`src/rtl/fetch_ifid_pkg.sv`:
```
// Shared types and constants for the fetch stage and IF/ID register.
package fetch_ifid_pkg;

    localparam int unsigned XLEN    = 16;
    localparam int unsigned OPC_MSB = 15;
    localparam int unsigned OPC_LSB = 11;
    localparam int unsigned OPC_W   = OPC_MSB - OPC_LSB + 1;

    localparam logic [XLEN-1:0]  NOP_INSTR_DEF = 16'h0800;
    localparam logic [OPC_W-1:0] HALT_OP_DEF   = 5'b00000;

    typedef enum logic [1:0] {
        FETCH = 2'd0,
        WAIT  = 2'd1,
        HALT  = 2'd2
    } fetch_state_e;

    function automatic logic [OPC_W-1:0] opcode_of(input logic [XLEN-1:0] instr);
        return instr[OPC_MSB:OPC_LSB];
    endfunction

    // 16-bit ripple-carry adder; carry out is dropped so the PC wraps.
    function automatic logic [XLEN-1:0] rca16(input logic [XLEN-1:0] a,
                                              input logic [XLEN-1:0] b);
        logic [XLEN-1:0] sum;
        logic            c;
        c   = 1'b0;
        sum = '0;
        for (int i = 0; i < int'(XLEN); i++) begin
            sum[i] = a[i] ^ b[i] ^ c;
            c      = (a[i] & b[i]) | (c & (a[i] ^ b[i]));
        end
        return sum;
    endfunction

endpackage

```
`src/rtl/fetch_ifid_skid.sv`:
```
// One-entry skid buffer holding a returned instruction while decode is stalled.
module fetch_ifid_skid
    import fetch_ifid_pkg::*;
(
    input  logic            clk,
    input  logic            rst,
    input  logic            load_i,
    input  logic            drain_i,
    input  logic            clear_i,
    input  logic [XLEN-1:0] instr_i,
    input  logic [XLEN-1:0] pc_inc_i,
    output logic            full_o,
    output logic [XLEN-1:0] instr_o,
    output logic [XLEN-1:0] pc_inc_o
);

    logic            full_q,   full_d;
    logic [XLEN-1:0] instr_q,  instr_d;
    logic [XLEN-1:0] pc_inc_q, pc_inc_d;

    always_comb begin
        full_d   = full_q;
        instr_d  = instr_q;
        pc_inc_d = pc_inc_q;
        if (clear_i) begin
            full_d = 1'b0;
        end else if (load_i) begin
            full_d   = 1'b1;
            instr_d  = instr_i;
            pc_inc_d = pc_inc_i;
        end else if (drain_i) begin
            full_d = 1'b0;
        end
    end

    always_ff @(posedge clk) begin
        if (!rst) begin
            full_q   <= 1'b0;
            instr_q  <= '0;
            pc_inc_q <= '0;
        end else begin
            full_q   <= full_d;
            instr_q  <= instr_d;
            pc_inc_q <= pc_inc_d;
        end
    end

    assign full_o   = full_q;
    assign instr_o  = instr_q;
    assign pc_inc_o = pc_inc_q;

endmodule

```
`src/rtl/fetch_ifid.sv`:
```
// Instruction fetch with a stall-capable memory handshake and the IF/ID register.
// Optional FETCH_PERF_CNT_EN adds saturating stall/flush performance counters.
module fetch_ifid
    import fetch_ifid_pkg::*;
#(
    parameter logic [XLEN-1:0]  RESET_PC  = 16'h0000,
    parameter logic [XLEN-1:0]  NOP_INSTR = NOP_INSTR_DEF,
    parameter logic [OPC_W-1:0] HALT_OP   = HALT_OP_DEF
) (
    input  logic        clk,
    input  logic        rst,
    output logic        imem_rd,
    output logic [15:0] imem_addr,
    input  logic [15:0] imem_data,
    input  logic        imem_done,
    input  logic        imem_stall,
    input  logic        stall_id,
    input  logic        redirect,
    input  logic [15:0] redirect_pc,
    output logic [15:0] instruct,
    output logic [15:0] PCInc,
    output logic        ifid_valid,
    output logic        fetch_halted,
`ifdef FETCH_PERF_CNT_EN
    output logic [15:0] perf_stall_cnt,
    output logic [15:0] perf_flush_cnt,
`endif
    output logic        err
);

    fetch_state_e    state_q, state_d;
    logic [XLEN-1:0] pc_q, pc_d;
    logic            rd_q, rd_d;
    logic [XLEN-1:0] instr_q, instr_d;
    logic [XLEN-1:0] pcinc_q, pcinc_d;
    logic            valid_q, valid_d;
    logic            halted_q, halted_d;
    logic            err_q, err_d;
    logic            drop_q, drop_d;

    logic            skid_load, skid_drain, skid_clear, skid_full;
    logic [XLEN-1:0] skid_instr, skid_pcinc;
    logic            full_next;
    logic [XLEN-1:0] pc_plus2;
    logic            hit, wait_done, ret, pending, loaded;
    logic [XLEN-1:0] loaded_instr;
    logic            drop_rst;

    assign pc_plus2  = rca16(pc_q, XLEN'(2));
    assign hit       = (state_q == FETCH) && rd_q && imem_done && !imem_stall;
    assign wait_done = (state_q == WAIT) && imem_done;
    assign ret       = (hit || wait_done) && !drop_q && !redirect;
    assign pending   = ((state_q == WAIT) && !imem_done)
                    || ((state_q == FETCH) && rd_q && imem_stall && !imem_done);
    // A request abandoned by reset must not have its late data accepted.
    assign drop_rst  = (state_q == WAIT) || (drop_q && imem_stall && !imem_done);

    fetch_ifid_skid u_skid (
        .clk      (clk),
        .rst      (rst),
        .load_i   (skid_load),
        .drain_i  (skid_drain),
        .clear_i  (skid_clear),
        .instr_i  (imem_data),
        .pc_inc_i (pc_plus2),
        .full_o   (skid_full),
        .instr_o  (skid_instr),
        .pc_inc_o (skid_pcinc)
    );

    always_comb begin
        state_d      = state_q;
        pc_d         = pc_q;
        instr_d      = instr_q;
        pcinc_d      = pcinc_q;
        valid_d      = valid_q;
        drop_d       = drop_q;
        skid_load    = 1'b0;
        skid_drain   = 1'b0;
        skid_clear   = 1'b0;
        loaded       = 1'b0;
        loaded_instr = skid_full ? skid_instr : imem_data;
        err_d        = err_q | (imem_done && ((state_q == HALT)
                                || ((state_q == FETCH) && !rd_q && !drop_q)));

        if (drop_q && (imem_done || ((state_q != WAIT) && !imem_stall))) begin
            drop_d = 1'b0;
        end

        case (state_q)
            FETCH:   if (rd_q && imem_stall && !imem_done) state_d = WAIT;
            WAIT:    if (imem_done) state_d = FETCH;
            default: state_d = state_q;
        endcase

        if (redirect) begin
            instr_d    = NOP_INSTR;
            pcinc_d    = '0;
            valid_d    = 1'b0;
            skid_clear = 1'b1;
            pc_d       = redirect_pc;
            state_d    = pending ? WAIT : FETCH;
            if (pending) drop_d = 1'b1;
        end else begin
            if (ret) pc_d = pc_plus2;
            if (!stall_id) begin
                // Buffered word is older than anything returning now.
                if (skid_full) begin
                    instr_d    = skid_instr;
                    pcinc_d    = skid_pcinc;
                    valid_d    = 1'b1;
                    skid_drain = 1'b1;
                    skid_load  = ret;
                    loaded     = 1'b1;
                end else if (ret) begin
                    instr_d = imem_data;
                    pcinc_d = pc_plus2;
                    valid_d = 1'b1;
                    loaded  = 1'b1;
                end else begin
                    valid_d = 1'b0;
                end
            end else if (ret) begin
                skid_load = 1'b1;
            end
            if (loaded && (opcode_of(loaded_instr) == HALT_OP)) state_d = HALT;
        end

        full_next = !skid_clear && (skid_load || (skid_full && !skid_drain));
        rd_d      = (state_d == FETCH) && !full_next && !drop_d;
        halted_d  = (state_d == HALT);
    end

    always_ff @(posedge clk) begin
        if (!rst) begin
            state_q  <= FETCH;
            pc_q     <= RESET_PC;
            rd_q     <= !drop_rst;
            instr_q  <= NOP_INSTR;
            pcinc_q  <= '0;
            valid_q  <= 1'b0;
            halted_q <= 1'b0;
            err_q    <= 1'b0;
            drop_q   <= drop_rst;
        end else begin
            state_q  <= state_d;
            pc_q     <= pc_d;
            rd_q     <= rd_d;
            instr_q  <= instr_d;
            pcinc_q  <= pcinc_d;
            valid_q  <= valid_d;
            halted_q <= halted_d;
            err_q    <= err_d;
            drop_q   <= drop_d;
        end
    end

`ifdef FETCH_PERF_CNT_EN
    logic [15:0] stall_cnt_q, stall_cnt_d;
    logic [15:0] flush_cnt_q, flush_cnt_d;

    always_comb begin
        stall_cnt_d = stall_cnt_q;
        flush_cnt_d = flush_cnt_q;
        if (((state_q == WAIT) || (stall_id && skid_full)) && (stall_cnt_q != 16'hFFFF))
            stall_cnt_d = stall_cnt_q + 16'd1;
        if (redirect && (flush_cnt_q != 16'hFFFF))
            flush_cnt_d = flush_cnt_q + 16'd1;
    end

    always_ff @(posedge clk) begin
        if (!rst) begin
            stall_cnt_q <= '0;
            flush_cnt_q <= '0;
        end else begin
            stall_cnt_q <= stall_cnt_d;
            flush_cnt_q <= flush_cnt_d;
        end
    end

    assign perf_stall_cnt = stall_cnt_q;
    assign perf_flush_cnt = flush_cnt_q;
`endif

    assign imem_rd      = rd_q;
    assign imem_addr    = pc_q;
    assign instruct     = instr_q;
    assign PCInc        = pcinc_q;
    assign ifid_valid   = valid_q;
    assign fetch_halted = halted_q;
    assign err          = err_q;

endmodule
```
`config.mk`:
```
export PLATFORM = sky130hd
export DESIGN_NAME = fetch_ifid
export DESIGN_NICKNAME = d
export VERILOG_FILES = /design/src/rtl/fetch_ifid_pkg.sv /design/src/rtl/fetch_ifid_skid.sv /design/src/rtl/fetch_ifid.sv
export SDC_FILE = /design/constraint.sdc
export NUM_CORES = 1
export LEC_CHECK = 0
export CAP_MARGIN = 30
export CORE_ASPECT_RATIO = 0.6
export CORE_MARGIN = 5
export CORE_UTILIZATION = 30
export CTS_CLUSTER_DIAMETER = 80
export DETAILED_ROUTE_END_ITERATION = 8
export DONT_BUFFER_PORTS = 1
export SLEW_MARGIN = 25
export SYNTH_ARGS = -nofsm -noshare
export SYNTH_HDL_FRONTEND = slang
export SYNTH_SLANG_ARGS = --single-unit
```
`constraint.sdc`:
```
create_clock -name clk -period 3.05 [get_ports clk]
set_clock_uncertainty 0.05 [all_clocks]
set_input_delay 0.61 -clock clk [delete_from_list [all_inputs] [get_ports clk]]
set_output_delay 0.61 -clock clk [all_outputs]
set_load 0.01 [all_outputs]
```
# ---- Yosys cells after proc, flatten, opt, wreduce, memory -nomap -nowiden
# Cells that the tools add are included.
dict set report op_classes {
  bitwise_logic 32
  eq_ne 4
  n_lt_le_gt_ge 0
  addsub 0
  n_reduce_logical 49
  n_mux 31
  shifts 0
  div 0
  mul 0
}
# op count
set op_table {}
lappend op_table {{two-way mux 16 bit} 7}
lappend op_table {{logical AND 1 bit} 23}
lappend op_table {{two-way mux 1 bit} 19}
lappend op_table {{XOR 1 bit} 14}
lappend op_table {{bitwise AND 1 bit} 13}
lappend op_table {{zero test 1 bit} 10}
lappend op_table {{two-way mux 2 bit} 4}
lappend op_table {{logical OR 1 bit} 6}
lappend op_table {{nonzero test 2 bit} 3}
lappend op_table {{zero test 5 bit} 1}
lappend op_table {{== test 2 bit (second input constant)} 2}
lappend op_table {{zero test 2 bit} 2}
lappend op_table {{inverter 1 bit} 4}
lappend op_table {{case mux 2 bit (2 select lines)} 1}
lappend op_table {{AND reduction 2 bit} 2}
lappend op_table {{OR reduction 2 bit} 2}
lappend op_table {{== test 2 x 1 -> 1 bit (second input constant)} 1}
lappend op_table {{!= test 2 x 1 -> 1 bit (second input constant)} 1}
lappend op_table {{OR 1 bit} 1}
dict set report totals {
  latchBits 0
  mem_count 0
  ram_bits 0
  mem_bits_ro 0
  output_inout_bits 52
  reg_bits 88
}

# ---- Logic depth before layout (Yosys ltp)
# Gate-level depths: netlist (run 1).
dict set report depth {
  depth_word 18
  depth_mapped 17
  ltp_nobuf 17
}

# ---- Modules after synthesis
# From an unflattened synthesis (run 1), not the netlist that was laid out.
dict set report hier_totals {
  hier_cells 481
  area_unflattened_um2 4290.4
}
# module instances seq_area_each_um2 area_each_um2 cells_each
set by_module_without_submodules {}
lappend by_module_without_submodules {fetch_ifid 1 1101.1 2927.8 337}
lappend by_module_without_submodules {fetch_ifid_skid 1 660.6 1362.6 144}

# ---- Worst setup path before layout (run 1)
# Ideal clock, no wire load.
dict set report synth_path {
  kind {reg2reg}
  from {register pc_q[1] (netlist: imem_addr[1])}
  to {register pcinc_q[14] (netlist: PCInc[14])}
  required_time_ps 2872
  arrival_ps 3216
  path_stages_with_launch 18
  period_less_slack_ps 3394
  slack_ps -344
  path_cell_list {dfxtp_1 > ha_1 > ha_1 > ha_1 > ha_1 > ha_1 > ha_1 > ha_1 > ha_1 > ha_1 > ha_1 > ha_1 > ha_1 > ha_1 > nor2b_1 > a22oi_1 > a2bb2oi_1 > nor2_1}
}
dict set report synth_via {
  elab_chain_len 15
}
# item line_no
set synth_rtl {}
lappend synth_rtl {{start: declaration} fetch_ifid.sv:32} ;# logic [XLEN-1:0] pc_q, pc_d;
lappend synth_rtl {{start signal: assignment} fetch_ifid.sv:147} ;# pc_q <= pc_d;
lappend synth_rtl {{bitwise AND 1 bit (12 in series)} fetch_ifid_pkg.sv:31} ;# c = (a[i] & b[i]) | (c & (a[i] ^ b[i]));
lappend synth_rtl {{XOR 1 bit} fetch_ifid_pkg.sv:30} ;# sum[i] = a[i] ^ b[i] ^ c;
lappend synth_rtl {{named net pc_plus2[14]} fetch_ifid.sv:44} ;# logic [XLEN-1:0] pc_plus2;
lappend synth_rtl {{two-way mux 16 bit} fetch_ifid.sv:115} ;# end else if (ret) begin
lappend synth_rtl {{two-way mux 16 bit} fetch_ifid.sv:108} ;# if (skid_full) begin
lappend synth_rtl {{end signal: assignment} fetch_ifid.sv:150} ;# pcinc_q <= pcinc_d;
lappend synth_rtl {{end: declaration} fetch_ifid.sv:35} ;# logic [XLEN-1:0] pcinc_q, pcinc_d;
# The timed path passes the listed nets, and every way through them passes these cells. The select of a mux whose other input is x is not followed.
# A chain may end at the register's enable or synchronous reset.

# ---- Final worst setup path (run 1)
# Ends and elaborated chain as after synthesis.

==> flow_results.org, run 1 <==
** Outcome
- The flow ran to the end, but the final reports show violations.
- The final reports fail on setup timing.

** STA
- Smallest setup slack after layout :: -38.23 ps
- Final setup violation count :: 1
- Hold timing on the final database bottoms out at a slack of 352.3 ps.
- The final hold violation count came to 0.
- Unrepaired setup endpoints after global routing :: yes
- Actual slew at the worst max-slew pin :: 932.0 ps
- The worst pin sits at a relative slew slack of 37.83%.
- Final Cycle Share :: 101.3%
- After layout, the minimum clock period comes to 3088 ps.
- Derived from the worst setup path, the maximum achievable clock frequency is 323.8 MHz.
- The final-report max-slew violation count was 0.

** Synth
- Share of the synthesized area in the top cell type :: 42.03%
- After synthesis, flip-flops and latches occupy 42.03% of the total area.
- Counting distinct cell types in the post-synthesis netlist gives 45.
- Post-synth design cell area :: 4192 µm²
- Cell taking the most area after synthesis :: sky130_fd_sc_hd__dfxtp_1
- Number of enable flip-flop cells after synthesis :: 0
- Each instance of the synthesized netlist takes up on average 8.843 µm².
- Post-synth top flop :: sky130_fd_sc_hd__dfxtp_1
- Synthesis produced 474 cells.
- For this run, asynchronously set or reset flops after synthesis account for 0%.
- Counting flops and latches in the post-synthesis netlist gives 88.
- Net count after synthesis :: 525
- Warning count from the yosys run :: 0
- By area the synthesized netlist is led by sky130_fd_sc_hd__dfxtp_1 (42%), sky130_fd_sc_hd__nand2_1 (7.5%), sky130_fd_sc_hd__a2bb2oi_1 (6.1%), sky130_fd_sc_hd__a22oi_1 (5.2%), sky130_fd_sc_hd__a21boi_1 (5.0%).

** Job
- Max-cap violations in this run came to 0.

** Setup path
- On the critical path, the stage with the largest delay is an instance of sky130_fd_sc_hd__dfxtp_4.
- R2r setup slk :: -40 ps
- CP Capture Type :: register
- Data required, critical path :: 3220 ps
- Delay of the slowest critical-path stage :: 350 ps
- The signal on the critical path passes through ha_4 -> ha_4 -> ha_4 -> ha_4 -> ha_4 -> ha_4 -> ha_4 -> ha_4 -> ha_4 -> ha_4 -> ha_4 -> ha_4 -> ha_4 -> nor2b_4 -> a22oi_2 -> a2bb2oi_2 -> nor2_1.
- STA classifies the critical path startpoint as a register.
- STA puts the critical path data arrival time at 3260 ps.
- Cell family contributing the most delay on the critical path :: adder cells
- By startpoint and endpoint, the worst setup path is classified as register to register.
- The number of buffers and inverters on the critical path is 0.
- Most common cell type on the critical path :: sky130_fd_sc_hd__ha_4
- Of all nets on the critical path, the largest fanout is 2.

** Cells and area
- In the final layout, the multi-input gates occupy 2365 µm².
- Register cell area after layout :: 1767 µm²
- Most frequent cells in the layout :: sky130_fd_sc_hd__dfxtp_1 (86), sky130_fd_sc_hd__nand2_1 (84), sky130_fd_sc_hd__nor2_1 (34)
- Fill cells in the final layout number 1378.
- The post-route netlist has 12.17% of its cells at a drive strength greater than 1.
- Nets@finish :: 506
- Measured on the finished design, the core utilization comes to 34.97%.
- The number of antenna diodes in the final layout is 0.
- Leaving out fill and tap cells, the most frequent cell in the layout is sky130_fd_sc_hd__dfxtp_1.
- Post-synthesis to final-layout area growth :: 14.03%

** Detailed routing
- The detail route stage leaves a number of antenna-violating nets equal to 0.
- Total met2 wirelength after detailed routing :: 4967 µm
- Summing over every cut layer, the via total after detailed routing is 3283.
- Final wirelength :: 11260 µm
- Detailed routing placed a total of 1252 µm of wire on met3.
- Violation count after the first detailed-routing iteration :: 227
- Highest layer used for signal routing :: met4
- Using the TritonRoute via totals, the vias-per-cell ratio works out to 5.035.
- Before antenna repair, the detailed router went through 5 iterations.
- M1 wire length :: 4925 µm
- WL/cell :: 17.26 µm
- Remaining design rule violation count :: 0

** Clocking
- The H-tree was split into 3 levels.
- Post-CTS timing repair inserted 0 buffers for setup.
- CTS max path bufs :: 2
- Clock transition at the registers of the reported paths :: 70 ps
- TritonCTS built the clock tree.
- Clock network latency to the later pin of the worst-skew pair :: 330 ps
- Sink Count :: 88
- Cts-stage hold buffer count :: 0
- In this run, CTS created clock tree buffers numbering 9.
- CTS root buffer :: sky130_fd_sc_hd__clkbuf_16

** Global routing
- Global routing used 13.67% of the available tracks across all layers.
- Entering global routing, the biggest net connects 57 pins.
- Vias in the first global route :: 3267
- The first global-routing pass estimated 17820 µm of wire.
- Global routing finished with a remaining overflow of 0.
- The number of antenna violations at the first check in global routing was 0.

** Power and ir drop
- Of the total power, combinational logic draws 8.4%.
- Leakage power summed over all cells :: 1.650 nW
- Total net switching power :: 0.6161 mW
- Internal power :: 1.948 mW
- The share of total power dissipated in the clock network is 43.9%.
- Of the total power, registers draw 47.6%.
- Of the total power, the share spent switching nets is 24.03%.
- Worst vdd ir :: 0.2796 mV
- Dividing total power by cell area gives a power density of 536.5 nW/µm².

** Die
- After floorplanning, the core was sized to cover 13670 µm².
- The initialized floorplan defines 33 standard-cell rows.
- The floorplan step set the die height to 101.6 µm.
- Initial Utilization :: 30.67%
- The floorplan step defined a die boundary enclosing 16510 µm².
- 90 I/O pins were placed.
- In this run the horizontal extent of the chip is 162.6 µm.

** Placed design
- Quantity of I/O buffers inserted on ports :: 0
- Routability-driven placement finished with a final weighted congestion of 0.7833.
- Placed wire-length estimate after detailed placement :: 7789 µm

** Hold path
- Type of the worst min-delay path :: input port to register
## metrics by stage
step | cell area [µm²] | TNS [ps] | worst slack (ps) | cells | power [mW]
CTS | 4753 | -122.6 | -78.28 | 652 | 2.600
detailed placement | 4447 | -99.83 | -60.28 | 636 | 1.463
floorplan | 4358 | 0 | 7.988 | 474 | 1.436
finish | 4780 | -38.23 | -38.23 | 652 | 2.564
global route | 4780 | -292.9 | -134.5 | 652 | 2.673
global placement | 4447 | -24.77 | -24.77 | 636 | 1.457
## cell families (layout without fill, tap and decap cells)
kind of cell | after synthesis | count (layout) | synth area share [%]
flops | 88 | 88 | 42.03
buf+inv | 46 | 32 | 6.060
xor+xnor | 3 | 3 | 0.6270
mux | 15 | 15 | 3.582
compound gates | 131 | 131 | 23.55
fa+ha+maj | 14 | 14 | 4.149
simple gates | 177 | 177 | 20.00
## cell usage after synthesis (2+ instances only)
cell / count
sky130_fd_sc_hd__mux2i_1: 15
sky130_fd_sc_hd__a21boi_1: 28
sky130_fd_sc_hd__a21oi_1: 6
sky130_fd_sc_hd__o211a_1: 2
sky130_fd_sc_hd__a2bb2oi_1: 29
sky130_fd_sc_hd__a211oi_1: 2
sky130_fd_sc_hd__and2_1: 15
sky130_fd_sc_hd__a31oi_1: 2
sky130_fd_sc_hd__a21boi_0: 2
sky130_fd_sc_hd__clkbuf_1: 20
sky130_fd_sc_hd__nand2b_1: 2
sky130_fd_sc_hd__nor2b_1: 31
sky130_fd_sc_hd__nor2_1: 34
sky130_fd_sc_hd__dfxtp_1: 88
sky130_fd_sc_hd__a22oi_1: 29
sky130_fd_sc_hd__ha_1: 13
sky130_fd_sc_hd__xnor2_1: 2
sky130_fd_sc_hd__o21ai_0: 22
sky130_fd_sc_hd__buf_6: 8
sky130_fd_sc_hd__inv_1: 5
sky130_fd_sc_hd__buf_2: 11
sky130_fd_sc_hd__nand2_1: 84
sky130_fd_sc_hd__buf_4: 2
## state kept, by name, indices dropped and copies added, names as in the netlist
signal           cells
u_skid.instr_o      16
ifid_valid           1
drop_q               1
imem_rd              1
PCInc               16
fetch_halted         1
instruct            16
err                  1
imem_addr           16
u_skid.pc_inc_o     16
state_q              2
u_skid.full_o        1
## per-layer routing
| layer | track usage (%) | up-vias |
|---|---|---|
| met2 | 21.75 | 109 |
| met5 | 0 | - |
| met3 | 6.547 | 12 |
| met4 | 3.093 | 0 |
| met1 | 17.01 | 1562 |
| li1 | - | 1600 |
## final cells by class
type / instances / area share [%]
clock buffer: 10 / 5.000
clock inverter: 6 / 1.414
inverter: 5 / 0.3927
multi-input combinational: 340 / 49.48
sequential: 88 / 36.96
tap: 192 / 5.026
timing repair buffer: 11 / 1.728
## power by group through the flow
| stage | registers [mW] | clock network [mW] | logic, mW |
|---|---|---|---|
| 6_report | 1.22 | 1.13 | 0.217 |
| 5_1_grt | 1.23 | 1.20 | 0.243 |
| 4_1_cts | 1.22 | 1.16 | 0.216 |
| 3_5_place_dp | 1.25 | 0 | 0.215 |
| 3_3_place_gp | 1.25 | 0 | 0.210 |
| 2_1_floorplan | 1.24 | 0 | 0.200 |
## worst paths after layout
path                                         start            endpoint  depth (start not counted)
worst max-delay path                  imem_addr[1]           PCInc[14]                         17
worst min-delay path                           rst        imem_addr[7]                          1
worst max register to register        imem_addr[1]           PCInc[14]                         17
worst min register to register  u_skid.pc_inc_o[0]  u_skid.pc_inc_o[0]                          2
## timing repair
action                                  4_1_cts  5_1_grt
pin swaps                                     2        7
resized for setup                             1        5
endpoints found under the setup margin        2        4
Note: power is estimated with default switching activity, not from simulation.
==> run 2, diff against run 1 <==
--- a/config.mk
+++ b/config.mk
@@ -5,14 +5,15 @@
 export SDC_FILE = /design/constraint.sdc
 export NUM_CORES = 1
 export LEC_CHECK = 0
-export CAP_MARGIN = 30
+export CAP_MARGIN = 40
 export CORE_ASPECT_RATIO = 0.6
 export CORE_MARGIN = 5
 export CORE_UTILIZATION = 30
-export CTS_CLUSTER_DIAMETER = 80
+export CTS_CLUSTER_DIAMETER = 30
 export DETAILED_ROUTE_END_ITERATION = 8
 export DONT_BUFFER_PORTS = 1
 export SLEW_MARGIN = 25
 export SYNTH_ARGS = -nofsm -noshare
 export SYNTH_HDL_FRONTEND = slang
 export SYNTH_SLANG_ARGS = --single-unit
+export TNS_END_PERCENT = 100
==> flow_results.org, run 2 (synthesis gave the netlist of run 1 again) <==
** STA
- Final worst path period need :: 3089 ps (+0.4781 ps)
- The post-layout worst setup margin was -38.70 ps (-0.4781 ps).
- Final hold violations :: 0 (unchanged)
- Unrepaired setup endpoints after global routing :: yes
- Final setup violation count :: 1 (unchanged)
- The measured slew at the worst slew-check pin was 568.2 ps (-363.8 ps).
- Slew margin rel. :: 62.03% (+24 points)
- Final Cycle Share :: 101.3% (about the same)
- Max Transition Viols Final :: 0 (unchanged)
- The highest clock rate is 323.8 MHz (about the same).
- The sum of negative setup slack came to -38.70 ps (-0.4781 ps).

** Clocking
- Post-CTS Setup Inserts :: 0 (unchanged)
- CTS root buffer :: sky130_fd_sc_hd__clkbuf_16
- The count of hold-fix buffers inserted at cts is 0 (unchanged).
- The maximum level of the CTS H-tree came to 3 (unchanged).
- The number of clock sinks seen by CTS was 88 (unchanged).
- CTS max path bufs :: 2 (unchanged)
- Clock network latency to the later pin of the worst-skew pair :: 330 ps (about the same)
- Clock tree from TritonCTS :: done
- The number of buffers created by CTS came to 9 (unchanged).
- The clock slew seen by the registers of the worst setup and hold paths is 70 ps (about the same).

** Cells and area
- The flip-flop and latch area came to 1767 µm² (unchanged).
- Filler cell count :: 1396 (+1.3%)
- Post-synthesis to final-layout area growth :: 14.39%
- The count of inserted antenna diode cells is 0 (unchanged).
- The fraction of the core area covered by cells at the end of the flow was 35.08% (+0.11 points).
- Leaving out fill and tap cells, the most frequent cells in the layout are sky130_fd_sc_hd__dfxtp_1 (86), sky130_fd_sc_hd__nand2_1 (84), sky130_fd_sc_hd__nor2_1 (34).
- The number of nets in the final layout is 507 (+0.20%).
- The area used by multi-input combinational logic was 2365 µm² (unchanged).
- The library cell used most frequently in the layout, excluding fill and tap cells, is sky130_fd_sc_hd__dfxtp_1.
- The share of cells above drive strength 1 is 12.36% (+0.19 points).

** Die
- The number of top-level pins came to 90 (unchanged).
- Initial Utilization :: 30.67% (unchanged)
- Die X :: 162.6 µm (unchanged)
- Floorplan row count :: 33 (unchanged)
- Core Footprint :: 13670 µm² (unchanged)
- Area of the die :: 16510 µm² (unchanged)
- Die span in y :: 101.6 µm (unchanged)

** Setup path
- The arrival time of the worst setup path is 3260 ps (about the same).
- The worst setup path is of the register to register kind.
- Among the stages of the critical path, the cell type that occurs most often is sky130_fd_sc_hd__ha_4.
- Critical path cell sequence :: ha_4 -> ha_4 -> ha_4 -> ha_4 -> ha_4 -> ha_4 -> ha_4 -> ha_4 -> ha_4 -> ha_4 -> ha_4 -> ha_4 -> ha_4 -> nor2b_4 -> a22oi_2 -> a2bb2oi_2 -> nor2_1
- Delay of the slowest critical-path stage :: 350 ps (about the same)
- The maximum net fanout on the critical path is 2 (unchanged).
- CP Capture Type :: register
- Cell family contributing the most delay on the critical path :: adder cells
- The worst setup path is launched from a register.
- The number of buffer and inverter instances along the worst setup path is 0 (unchanged).
- Critical Path Slowest Stage Cell :: sky130_fd_sc_hd__dfxtp_4
- Data required, critical path :: 3220 ps (about the same)

** Detailed routing
- The total DRC errors in the routed layout came to 0 (unchanged).
- TritonRoute pass-1 iters :: 4 (-1)
- The violation count after the first detailed-routing iteration was 199 (-12%).
- DR vias :: 3250 (-1.0%)
- Final wirelength :: 11140 µm (-0.99%)
- The number of routed nets with antenna violations came to 0 (unchanged).
- Via count normalized by instance count :: 4.977 (-1.2%)
- WL/cell :: 17.07 µm (-1.1%)

** Power and ir drop
- Internal power :: 1.950 mW (about the same)
- Clk pwr share :: 43.9% (about the same)
- The worst voltage drop across the vdd grid was 0.2101 mV (-25%).
- The total power was 2.568 mW (+0.15%).
- The power per unit of standard cell area came to 535.7 nW/µm² (-0.16%).
- Leakage power summed over all cells :: 1.658 nW (+0.46%)
- The switching share of power is 24.09% (+0.062 points).
- The portion of total power attributed to combinational logic was 8.5% (about the same).
- Total net switching power :: 0.6187 mW (+0.41%)
- The register share of total power is 47.6% (about the same).

** Outcome
- The run finished, with violations left.
- Violations in the final reports :: setup timing

** Placed design
- The worst-case setup slack after placement was -52.88 ps (+7.402 ps).
- Final estimated routing congestion in global placement :: 0.7833 (unchanged)
- The count of input and output buffers is 0 (unchanged).
- Placed wire-length estimate after detailed placement :: 7775 µm (-0.18%)

** Global routing
- First-pass GRT wire length :: 17990 µm (+0.97%)
- Overall track demand over capacity in global routing :: 13.83% (+0.16 points)
- The number of global-route vias before repair is 3223 (-1.3%).
- Gr ovfl total :: 0 (unchanged)
- Initial antenna violation count :: 0 (unchanged)
- Pin count of the biggest net entering global routing :: 57 (unchanged)

** Job
- The number of max-capacitance violations reported was 0 (unchanged).

** Hold path
- Type of the worst min-delay path :: input port to register
## run 2: cell types whose count changed in the layout (fill, tap and decap cells not counted)
cell / delta
sky130_fd_sc_hd__buf_8: +1
## run 2: area by class of cell
cell class              instances  share of cell area, %
clock buffers                  10                  4.984
clock inverters                 6                  1.409
inverters                       5                 0.3914
multi-input cells             340                  49.32
flip-flops and latches         88                  36.85
well taps                     192                  5.010
repair buffers                 12                  2.035
## run 2: what timing repair did
item,in CTS,in global routing
pin swaps,2,6
endpoints found under the setup margin,2,3
resized for setup,1,5
## run 2: layer usage
layer  GRT usage [%]  share of wire [%]  wire length, µm  up-vias
met5               0                  0                0        -
met4           2.384               0.41               46        0
met3           7.117                 11             1182        6
met2           21.07                 43             4831       92
met1           17.92                 46             5084     1548
li1                -                  -                -     1604
## run 2: worst paths after layout
kind / from / to / slack, ps / cells after the start
setup / recovery: imem_addr[1] / PCInc[14] / -40 / 17
setup reg to reg: imem_addr[1] / PCInc[14] / -40 / 17
hold reg to reg: u_skid.pc_inc_o[7] / u_skid.pc_inc_o[7] / 400 / 2
hold / removal: rst / imem_addr[8] / 360 / 1
## run 2: power groups by stage
stage | sequential (mW) | clock [mW] | combinational [mW]
2_1_floorplan | 1.24 | 0 | 0.200
3_3_place_gp | 1.25 | 0 | 0.210
3_5_place_dp | 1.25 | 0 | 0.217
4_1_cts | 1.22 | 1.16 | 0.218
5_1_grt | 1.23 | 1.21 | 0.246
6_report | 1.22 | 1.13 | 0.218
## run 2: through the flow
stage,area (µm²),instances,hold WS [ps]
final,4795,653,356.2
after global routing,4795,653,340.9
after CTS,4768,653,339.2
after detailed placement,4462,637,395.3
after global placement,4447,636,392.6
after floorplan,4358,474,385.3
## run 2: worst reg2reg max path: stages, from the launching register on
cell and delay (ps):
sky130_fd_sc_hd__dfxtp_4 350, sky130_fd_sc_hd__ha_4 160, sky130_fd_sc_hd__ha_4 150, sky130_fd_sc_hd__ha_4 150, sky130_fd_sc_hd__ha_4 150, sky130_fd_sc_hd__ha_4 160, sky130_fd_sc_hd__ha_4 160, sky130_fd_sc_hd__ha_4 160
sky130_fd_sc_hd__ha_4 160, sky130_fd_sc_hd__ha_4 160, sky130_fd_sc_hd__ha_4 150, sky130_fd_sc_hd__ha_4 150, sky130_fd_sc_hd__ha_4 160, sky130_fd_sc_hd__ha_4 210, sky130_fd_sc_hd__nor2b_4 120, sky130_fd_sc_hd__a22oi_2 180
sky130_fd_sc_hd__a2bb2oi_2 150, sky130_fd_sc_hd__nor2_1 50
